<file path="src/rtl/mem_sched_pkg.sv">
// Shared definitions for the two-bank memory reader scheduler.
// Latency: n/a (types and constants only).
// Backpressure: n/a.
package mem_sched_pkg;

    // Per-bank lifecycle; encoding is visible on debug taps, keep values fixed.
    typedef enum logic [2:0] {
        BANK_FREE   = 3'd0,
        BANK_LOAD   = 3'd1,
        BANK_ARM    = 3'd2,
        BANK_ACTIVE = 3'd3,
        BANK_DONE   = 3'd4
    } bank_state_t;

    // Cycles of continuous empty in DONE that count as a completion when the
    // engine never pulses read_finished.
    localparam int DONE_HOLD = 4;
    localparam int HOLD_W    = $clog2(DONE_HOLD);

    // Number of completion events raised in one cycle (0..3).
    function automatic logic [1:0] count_events(input logic [2:0] ev);
        return {1'b0, ev[0]} + {1'b0, ev[1]} + {1'b0, ev[2]};
    endfunction

endpackage

</file>
<file path="src/rtl/mem_bank_slot.sv">
// One bank of the reader: lifecycle FSM, held base/size, stall watchdog.
// Latency: load -> new_data 1 cycle; DONE + read_finished -> FREE 1 cycle.
// Backpressure: none; accepts load only while FREE, the owner gates it.
//
// Ports:
//   clk, rst                 clock, synchronous active-high reset
//   load, load_base/size     assign a descriptor to this bank (while FREE)
//   empty, count             engine bank-empty flag and words remaining
//   read_finished            engine block-consumed pulse (acts only in DONE)
//   state                    current lifecycle state
//   base, size, new_data     engine-facing bank programming
//   leave_done               combinational: bank completes at this edge
//   stall                    sticky watchdog flag, cleared by the next load
module mem_bank_slot
    import mem_sched_pkg::*;
#(
    parameter int DW      = 32,
    parameter int TIMEOUT = 1024
) (
    input  logic          clk,
    input  logic          rst,
    input  logic          load,
    input  logic [DW-1:0] load_base,
    input  logic [DW-1:0] load_size,
    input  logic          empty,
    input  logic [DW-1:0] count,
    input  logic          read_finished,
    output bank_state_t   state,
    output logic [DW-1:0] base,
    output logic [DW-1:0] size,
    output logic          new_data,
    output logic          leave_done,
    output logic          stall
);

    localparam bit WD_ON = (TIMEOUT > 0);
    localparam int WD_W  = (TIMEOUT > 0) ? $clog2(TIMEOUT + 1) : 1;
    localparam logic [WD_W-1:0] WD_MAX = WD_W'(TIMEOUT);

    bank_state_t       state_q, state_d;
    logic [HOLD_W-1:0] hold_q;
    logic              hold_expired;
    logic [WD_W-1:0]   wd_q, wd_d;
    logic [DW-1:0]     prev_count;
    logic              stall_q;

    assign hold_expired = (state_q == BANK_DONE) && empty &&
                          (hold_q == HOLD_W'(DONE_HOLD - 1));

    always_comb begin
        state_d    = state_q;
        leave_done = 1'b0;
        case (state_q)
            BANK_FREE:   if (load) state_d = BANK_LOAD;
            BANK_LOAD:   state_d = BANK_ARM;
            // Engine pointer resets a cycle after the pulse, so empty may
            // still be high on the first ARM cycle.
            BANK_ARM:    if (!empty) state_d = BANK_ACTIVE;
            BANK_ACTIVE: if (empty) state_d = BANK_DONE;
            BANK_DONE: begin
                if (read_finished || hold_expired) begin
                    state_d    = BANK_FREE;
                    leave_done = 1'b1;
                end
            end
            default:     state_d = BANK_FREE;
        endcase
    end

    always_ff @(posedge clk) begin
        if (rst) state_q <= BANK_FREE;
        else     state_q <= state_d;
    end

    // Consecutive empty cycles spent in DONE.
    always_ff @(posedge clk) begin
        if (rst || state_q != BANK_DONE || !empty)
            hold_q <= '0;
        else if (hold_q != HOLD_W'(DONE_HOLD - 1))
            hold_q <= hold_q + HOLD_W'(1);
    end

    // Base/size stay put from the load until the bank is reassigned.
    always_ff @(posedge clk) begin
        if (rst) begin
            base <= '0;
            size <= '0;
        end else if (load && state_q == BANK_FREE) begin
            base <= load_base;
            size <= load_size;
        end
    end

    // Watchdog: counts ACTIVE cycles with an unchanged word count.
    always_comb begin
        if (state_q != BANK_ACTIVE || count != prev_count)
            wd_d = '0;
        else if (wd_q == WD_MAX)
            wd_d = wd_q;
        else
            wd_d = wd_q + WD_W'(1);
    end

    always_ff @(posedge clk) begin
        if (rst) begin
            wd_q       <= '0;
            prev_count <= '0;
            stall_q    <= 1'b0;
        end else begin
            wd_q       <= wd_d;
            prev_count <= count;
            if (load)
                stall_q <= 1'b0;
            else if (WD_ON && wd_d == WD_MAX)
                stall_q <= 1'b1;
        end
    end

    assign state    = state_q;
    assign new_data = (state_q == BANK_LOAD);
    assign stall    = stall_q;

endmodule

</file>
<file path="src/rtl/mem_bank_scheduler.sv">
// Host-side scheduler: assigns descriptors ping-pong to two reader banks.
// Latency: accept -> new_data 1 cycle; completion -> count/interrupt 1 cycle.
// Backpressure: o_desc_rdy low while disabled or the next bank is not FREE.
//
// Ports:
//   clk, rst                        clock, synchronous active-high reset
//   i_enable / o_engine_enable      accept enable; engine kept on while busy
//   i_desc_stb/base/size, o_desc_rdy  descriptor handshake
//   o_memory_N_base/size/new_data   bank programming towards the engine
//   i_memory_N_empty/count          engine bank status
//   i_read_finished                 engine block-consumed pulse
//   o_busy                          any bank in flight
//   o_done_count                    completed blocks, wraps
//   o_interrupt, i_int_ack          sticky completion interrupt and clear
//   o_stall                         per-bank sticky stall flags
module mem_bank_scheduler
    import mem_sched_pkg::*;
#(
    parameter int DW      = 32,
    parameter int TIMEOUT = 1024,
    parameter int CNT_W   = 16
) (
    input  logic             clk,
    input  logic             rst,
    input  logic             i_enable,
    input  logic             i_desc_stb,
    input  logic [DW-1:0]    i_desc_base,
    input  logic [DW-1:0]    i_desc_size,
    output logic             o_desc_rdy,
    output logic             o_engine_enable,
    output logic [DW-1:0]    o_memory_0_base,
    output logic [DW-1:0]    o_memory_1_base,
    output logic [DW-1:0]    o_memory_0_size,
    output logic [DW-1:0]    o_memory_1_size,
    output logic             o_memory_0_new_data,
    output logic             o_memory_1_new_data,
    input  logic             i_memory_0_empty,
    input  logic             i_memory_1_empty,
    input  logic [DW-1:0]    i_memory_0_count,
    input  logic [DW-1:0]    i_memory_1_count,
    input  logic             i_read_finished,
    output logic             o_busy,
    output logic [CNT_W-1:0] o_done_count,
    output logic             o_interrupt,
    input  logic             i_int_ack,
    output logic [1:0]       o_stall
);

    bank_state_t      st0, st1;
    logic             next_q;
    logic             desc_accept;
    logic             size_zero;
    logic             zero_accept;
    logic [1:0]       load;
    logic [1:0]       leave;
    logic [2:0]       events;
    logic [1:0]       ev_cnt;
    logic [CNT_W-1:0] done_q;
    logic             irq_q;

    // Strict alternation: only the bank the pointer names may take work,
    // even if the other one is idle.
    assign o_desc_rdy  = i_enable && (next_q ? (st1 == BANK_FREE) : (st0 == BANK_FREE));
    assign desc_accept = i_desc_stb && o_desc_rdy;
    assign size_zero   = (i_desc_size == '0);
    // Zero-length blocks complete immediately without touching a bank.
    assign zero_accept = desc_accept && size_zero;
    assign load[0]     = desc_accept && !size_zero && !next_q;
    assign load[1]     = desc_accept && !size_zero &&  next_q;

    assign o_busy          = (st0 != BANK_FREE) || (st1 != BANK_FREE);
    assign o_engine_enable = i_enable || o_busy;

    assign events = {zero_accept, leave[1], leave[0]};
    assign ev_cnt = count_events(events);

    always_ff @(posedge clk) begin
        if (rst) begin
            next_q <= 1'b0;
            done_q <= '0;
            irq_q  <= 1'b0;
        end else begin
            if (desc_accept && !size_zero)
                next_q <= ~next_q;
            done_q <= done_q + CNT_W'(ev_cnt);
            // A new completion beats a simultaneous acknowledge.
            if (|events)
                irq_q <= 1'b1;
            else if (i_int_ack)
                irq_q <= 1'b0;
        end
    end

    assign o_done_count = done_q;
    assign o_interrupt  = irq_q;

    // read_finished goes to both slots; only a bank sitting in DONE reacts.
    mem_bank_slot #(.DW(DW), .TIMEOUT(TIMEOUT)) u_slot0 (
        .clk           (clk),
        .rst           (rst),
        .load          (load[0]),
        .load_base     (i_desc_base),
        .load_size     (i_desc_size),
        .empty         (i_memory_0_empty),
        .count         (i_memory_0_count),
        .read_finished (i_read_finished),
        .state         (st0),
        .base          (o_memory_0_base),
        .size          (o_memory_0_size),
        .new_data      (o_memory_0_new_data),
        .leave_done    (leave[0]),
        .stall         (o_stall[0])
    );

    mem_bank_slot #(.DW(DW), .TIMEOUT(TIMEOUT)) u_slot1 (
        .clk           (clk),
        .rst           (rst),
        .load          (load[1]),
        .load_base     (i_desc_base),
        .load_size     (i_desc_size),
        .empty         (i_memory_1_empty),
        .count         (i_memory_1_count),
        .read_finished (i_read_finished),
        .state         (st1),
        .base          (o_memory_1_base),
        .size          (o_memory_1_size),
        .new_data      (o_memory_1_new_data),
        .leave_done    (leave[1]),
        .stall         (o_stall[1])
    );

endmodule

</file>
<file path="config.mk">
export PLATFORM = sky130hd
export DESIGN_NAME = mem_bank_scheduler
export DESIGN_NICKNAME = d
export VERILOG_FILES = /design/src/rtl/mem_sched_pkg.sv /design/src/rtl/mem_bank_slot.sv /design/src/rtl/mem_bank_scheduler.sv
export SDC_FILE = /design/constraint.sdc
export NUM_CORES = 1
export LEC_CHECK = 0
export ABC_AREA = 1
export CORE_MARGIN = 2
export CORE_UTILIZATION = 52
export DETAILED_ROUTE_END_ITERATION = 12
export PLACE_DENSITY_LB_ADDON = 0.25
export SKIP_LAST_GASP = 1
export SLEW_MARGIN = 40
export SYNTH_ARGS = -nofsm -noshare
export SYNTH_HDL_FRONTEND = slang
export SYNTH_SLANG_ARGS = --single-unit
</file>
<file path="constraint.sdc">
create_clock -name clk -period 8.17 [get_ports clk]
set_input_delay 1.634 -clock clk [delete_from_list [all_inputs] [get_ports clk]]
set_output_delay 1.634 -clock clk [all_outputs]
set_load 0.03 [all_outputs]
</file>
* Word-level counts from Yosys, hierarchy flattened
Index checks and enable logic that the tools add are counted.
** Word-level totals
- Bits in registers :: 244
- Logic and storage cells :: 113
- Input bits :: 136
- Output and inout port bits :: 152
** Operators by class
- Eq/ne operators :: 30
- Add/subtract/negate cells :: 7
- Bitwise logic cells :: 1
- Reduce and logical (&&, ||, !) cells :: 37
- Mux-type cells :: 21
** Operators with widths (count)
- 32-bit != test :: 2
- 11-bit equality test (second input constant) :: 4
- 11-bit two-way mux :: 4
- 32-bit zero test :: 1
- 3-bit case mux with 5 select lines :: 2
- 3-bit two-way mux :: 8
- 11-bit by 1-bit adder with 11-bit output (second input constant) :: 2
- 16-bit by 2-bit adder with 16-bit output :: 1
- 2-bit != test (second input constant) :: 8
- 3-bit by 2-bit equality test with 1-bit output (second input constant) :: 4
- 1-bit logical AND :: 12
- 1-bit logical OR :: 10
- 4-bit AND reduction :: 2
- 1-bit two-way mux :: 7
- 3-bit by 1-bit equality test with 1-bit output (second input constant) :: 2
- 3-bit equality test (second input constant) :: 2
- 3-bit zero test :: 2
- 3-bit by 2-bit != test with 1-bit output (second input constant) :: 2
- 3-bit != test (second input constant) :: 2
- 3-bit nonzero test :: 2
- 2-bit by 1-bit adder with 2-bit output (second input constant) :: 2
- 2-bit equality test (second input constant) :: 2
- 1-bit zero test :: 4
- 2-bit by 1-bit != test with 1-bit output (second input constant) :: 2
- other kinds (6) :: 7

* Logic depth before layout (Yosys ltp)
- Depth in word-level cells :: 9
- Depth in mapped cells :: 20

* Modules after synthesis
From an unflattened synthesis, not the netlist that was laid out.
** Second synthesis, totals
- Cell total of the unflattened synthesis :: 1414
- Area, all modules :: 10291.1 um^2
** By module, submodules not included
- mem_bank_slot :: sequential area each 2262.2 um^2, cells an instance 617, times used 2, area each 4575.6 um^2
- mem_bank_scheduler :: sequential area each 360.3 um^2, cells an instance 180, times used 1, area each 1139.8 um^2

* Worst setup path before layout
OpenSTA, ideal clock, no wires.
- Kind :: input to register
- Start point :: input i_desc_size[15]
- End point :: register done_q[12], in the netlist o_done_count[12]
- Arrival :: 4242 ps
- Required time :: 8039 ps
- Setup slack :: 3796 ps
- Cell stages on the path :: 16
- Buffers on the path :: 0
- Library setup time :: 131 ps
- Path through :: nor4_1 nand2_1 nor2_2 nand3_1 fa_1 inv_1 ha_1 inv_1 fa_1 nor2_1 nand2_1 nor4_4 nand4_1 nor2_1 and3_1 nor3_1
** Between the ends
- Cells in the longest elaborated chain, start to end :: 4
** RTL lines
- from (decl) :: RTL line mem_bank_scheduler.sv:28 : input logic [DW-1:0] i_desc_size,
- 32-bit zero test :: RTL line mem_bank_scheduler.sv:65 : assign size_zero = (i_desc_size == '0);
- 1-bit logical AND :: RTL line mem_bank_scheduler.sv:67 : assign zero_accept = desc_accept && size_zero;
- 2-bit by 1-bit adder with 2-bit output :: RTL line mem_sched_pkg.sv:22 : return {1'b0, ev[0]} + {1'b0, ev[1]} + {1'b0, ev[2]};
- 16-bit by 2-bit adder with 16-bit output :: RTL line mem_bank_scheduler.sv:85 : done_q <= done_q + CNT_W'(ev_cnt);
- to (signal assigned) :: RTL line mem_bank_scheduler.sv:85
- to (decl) :: RTL line mem_bank_scheduler.sv:58 : logic [CNT_W-1:0] done_q;
Every way passes these cells.
A chain may end at the register's enable or synchronous reset.

* Final worst setup path
- Start point :: input i_desc_size[29]
- End point :: register done_q[12], in the netlist o_done_count[12]
The elaborated chain is that of the path after synthesis.

==> key figures <==
Setup path
  – Crit path required time: 8.54 ns
  – Register-to-register setup slack: 4.41 ns
  – Ordered list of cells on the worst path: clkdlybuf4s50_1 -> nor2_1 -> nand4_1 -> nor2_1 -> nand3_1 -> fa_1 -> inv_1 -> ha_1 -> inv_1 -> fa_1 -> nor2_1 -> nand2_1 -> nor4_4 -> nand4_1 -> nor2_1 -> and3_1 -> nor3_1
  – Most frequent CP cell: nor2_1
  – Worst Path Class, Setup: in -> reg
  – Reg2Reg Depth: 18
  – R2r startpoint: u_slot1.state[0]$_SDFFE_PP0P_
  – Max incr delay on CP: 0.50 ns
  – Crit-path max FO: 4
  – Crit. End Element: flop
  – WP data arrival: about 5.4 ns
  – Crit start category: input pin
  – Critical path's slowest cell: fa_1
  – Reg2Reg Capture Point: o_done_count[12]$_SDFF_PP0_

Synthesis
  – Synth top area share: 48.5%
  – Sequential area share after synthesis: 48.5%
  – Leading area contributor after synthesis: dfxtp_1
  – Yosys Warn Count: 0
  – Syn nets: approximately 1,500
  – Synth area leaders: dfxtp_1 (48%), inv_1 (10%), a21oi_1 (7.4%)
  – Syn_area_per_cell: ~7.5 µm²
  – Syn Inst Count: 1,343
  – #FFs+latches synth: about 240
  – Count of cell types in the netlist: 34
  – Area of the mapped netlist: 10,100 µm²

Clock network
  – Post-CTS Resized: 0
  – Clk pin slew, worst setup/hold paths: ~0.060 ns
  – Clock Path Buffers: 3
  – # Post-CTS Setup Buffers: 0
  – Hold buffers post-CTS: 0
  – CTS tree: yes
  – Total clock sinks: 244
  – H-tree levels: 1
  – CTS buffer count: 26
  – Clk Latency, worst-skew pair: 0.52 ns
  – Clock Tree Root: clkbuf_16

Timing
  – Number of hold violations in the final report: 0
  – Setup tns final: 0 ns
  – RSZ-0062 raised after global routing: false
  – Crit path time final: 5.00 ns
  – Max_slew headroom: a little under half
  – Tcrit/Tclk final: ~61%
  – Fmax: between 0.15 and 0.2 GHz
  – Final setup viols: 0
  – Worst slew pin tran: about 0.8 ns
  – Clock skew: 0.0131 ns
  – Fin. max-slew vios: 0

Min path
  – HP Class: reg -> reg
  – Hold path start: u_slot0.base[5]$_SDFFE_PP0P_
  – WHS Path Cells: 2
  – Endpoint of the worst hold path: u_slot0.base[5]$_SDFFE_PP0P_

Placement
  – IO Port Bufs: 287
  – HPWL Detailed: 18,900 µm
  – Inst Count DP: 1,838
  – Post-place instance area: 13,000 µm²
  – GP Congestion: approximately 0.87

Route
  – DRC viols: 0
  – Routed Wire Length: around 27,000 µm
  – Vias: 9,142
  – Vias/cell: 4.85
  – Router iterations before antenna repair: 5
  – Wire per inst: ~14 µm
  – DR iter-0 viols: 428
  – ANT nets after route: 0

Floorplanning
  – Initial Util: 53.5%
  – I/O pin count: about 290
  – Die Ht: around 140 µm
  – Core area: 18,800 µm²
  – Area of the die: between 20,000 and 25,000 µm²
  – Chip width: 143 µm
  – Core Rows: 50

Run
  – Max-cap violations: 0

Global route
  – Initial antenna violation count: 0
  – Total track usage: 24.9%
  – Largest net degree at the start of global routing: 93
  – Number of global-route vias before repair: 8,695
  – Global-route wire length before repair: around 42,000 µm
  – GRT overflow: 0

Power
  – VDD IR max: 0.000178 V
  – Overall power: 3420 µW
  – Lkg Pwr: 0.00551 µW
  – Power Dens Cells: 247 nW/µm²

Cells and area
  – Nets: about 1,800
  – Layout area overhead: 37.7%
  – Final instance area: around 14,000 µm²
  – Commonest non-fill, non-tap cell in the layout: clkdlybuf4s50_1
  – Post-route insts no fill: 1,884
  – Commonest non-fill, non-tap cells in the layout: clkdlybuf4s50_1 (286), inv_1 (278), dfxtp_1 (244), nor2_1 (172), a21oi_1 (149)
  – Layout cell share with drive strength beyond 1: 3.76%

Status
  – Status: finished clean
-- critical path: cells and delay by family --
kind                     cells  cell delay [ns]
adder cells (fa/ha/maj)      3             1.07
AND/OR/NAND/NOR             11             2.08
buffers and inverters        3             0.56
-- layout make-up --
type / count / area, µm²
Timing Repair Buffer: 292 / 2920
Clock buffer: 36 / 729
Fill cell: 1505 / 4960
Inverter: 279 / 1050
Antenna cell: 1 / 2.50
Tap cell: 260 / 325
Clock inverter: 8 / 121
Sequential cell: 244 / 4880
Multi-Input combinational cell: 764 / 3840
-- per-stage QoR --
stage | util (%) | hold slack, ns | worst slack, ns
finish | 73.6 | 0.442 | 3.17
global route | 73.6 | 0.457 | 2.86
CTS | 73.5 | 0.444 | 3.20
detailed placement | 69.0 | 0.435 | 2.67
global placement | 69.0 | 0.431 | 2.82
floorplan | - | 0.426 | 3.80
-- worst max-delay path by stage --
stage	from	slack [ns]	to	depth (start not counted)
floorplan	i_desc_size[15]	3.80	o_done_count[12]$_SDFF_PP0_	16
global route	i_desc_size[29]	2.86	o_done_count[12]$_SDFF_PP0_	17
global placement	i_desc_size[29]	2.82	o_done_count[12]$_SDFF_PP0_	17
CTS	i_desc_size[29]	3.20	o_done_count[12]$_SDFF_PP0_	17
finish	i_desc_size[29]	3.17	o_done_count[12]$_SDFF_PP0_	17
detailed placement	i_desc_size[29]	2.67	o_done_count[12]$_SDFF_PP0_	17
-- flip-flops by register name, indices dropped and copies added (netlist names), 11 cells and up --
signal and flops:
u_slot0.wd_q 11, u_slot0.size 32, u_slot1.prev_count 32, u_slot1.base 32, u_slot0.prev_count 32, u_slot0.base 32, u_slot1.wd_q 11, u_slot1.size 32
o_done_count 16
-- cell usage after synthesis --
master / count
inv_1: 279
dfxtp_1: 244
nor2_1: 172
a21oi_1: 149
nand2_1: 141
o21ai_0: 84
o21ai_1: 71
nand3_1: 33
xnor2_1: 29
clkbuf_1: 26
xor2_1: 23
buf_2: 17
nor3_1: 14
buf_6: 10
nand4_1: 10
ha_1: 8
nand3_2: 4
nor2_2: 4
nor4_1: 4
buf_4: 3
a31oi_1: 2
fa_1: 2
nand2_2: 2
nor3_2: 2
a21oi_2: 1
and3_1: 1
mux2i_1: 1
nand2_4: 1
nor2_4: 1
nor4_4: 1
o221ai_1: 1
o22ai_1: 1
o311ai_0: 1
or2_2: 1
-- routing by layer --
metal | vias up | global-route usage, % | wire (µm)
met5 | - | 0 | 0
met4 | 0 | 8.39 | 867
met3 | 64 | 6.57 | 2190
met2 | 301 | 43.2 | 12700
met1 | 4071 | 29.7 | 10800
li1 | 4706 | - | -
-- where the power goes --
group          internal (µW)  leakage, µW  switching, µW  total [µW]
clock network            715     0.000419            460        1180
logic                    347      0.00309            523         870
registers               1310      0.00199           63.1        1380
-- kinds of logic after synthesis --
group	share of synthesized area (%)
AO/OA/AOI/OAI	15.6
buffers and inverters	13.6
adder cells (fa/ha/maj)	1.39
flip-flops	48.5
multiplexers	0.0994
AND/OR/NAND/NOR	16.4
XOR/XNOR	4.52
No activity file was read; power rests on OpenSTA's default activity.
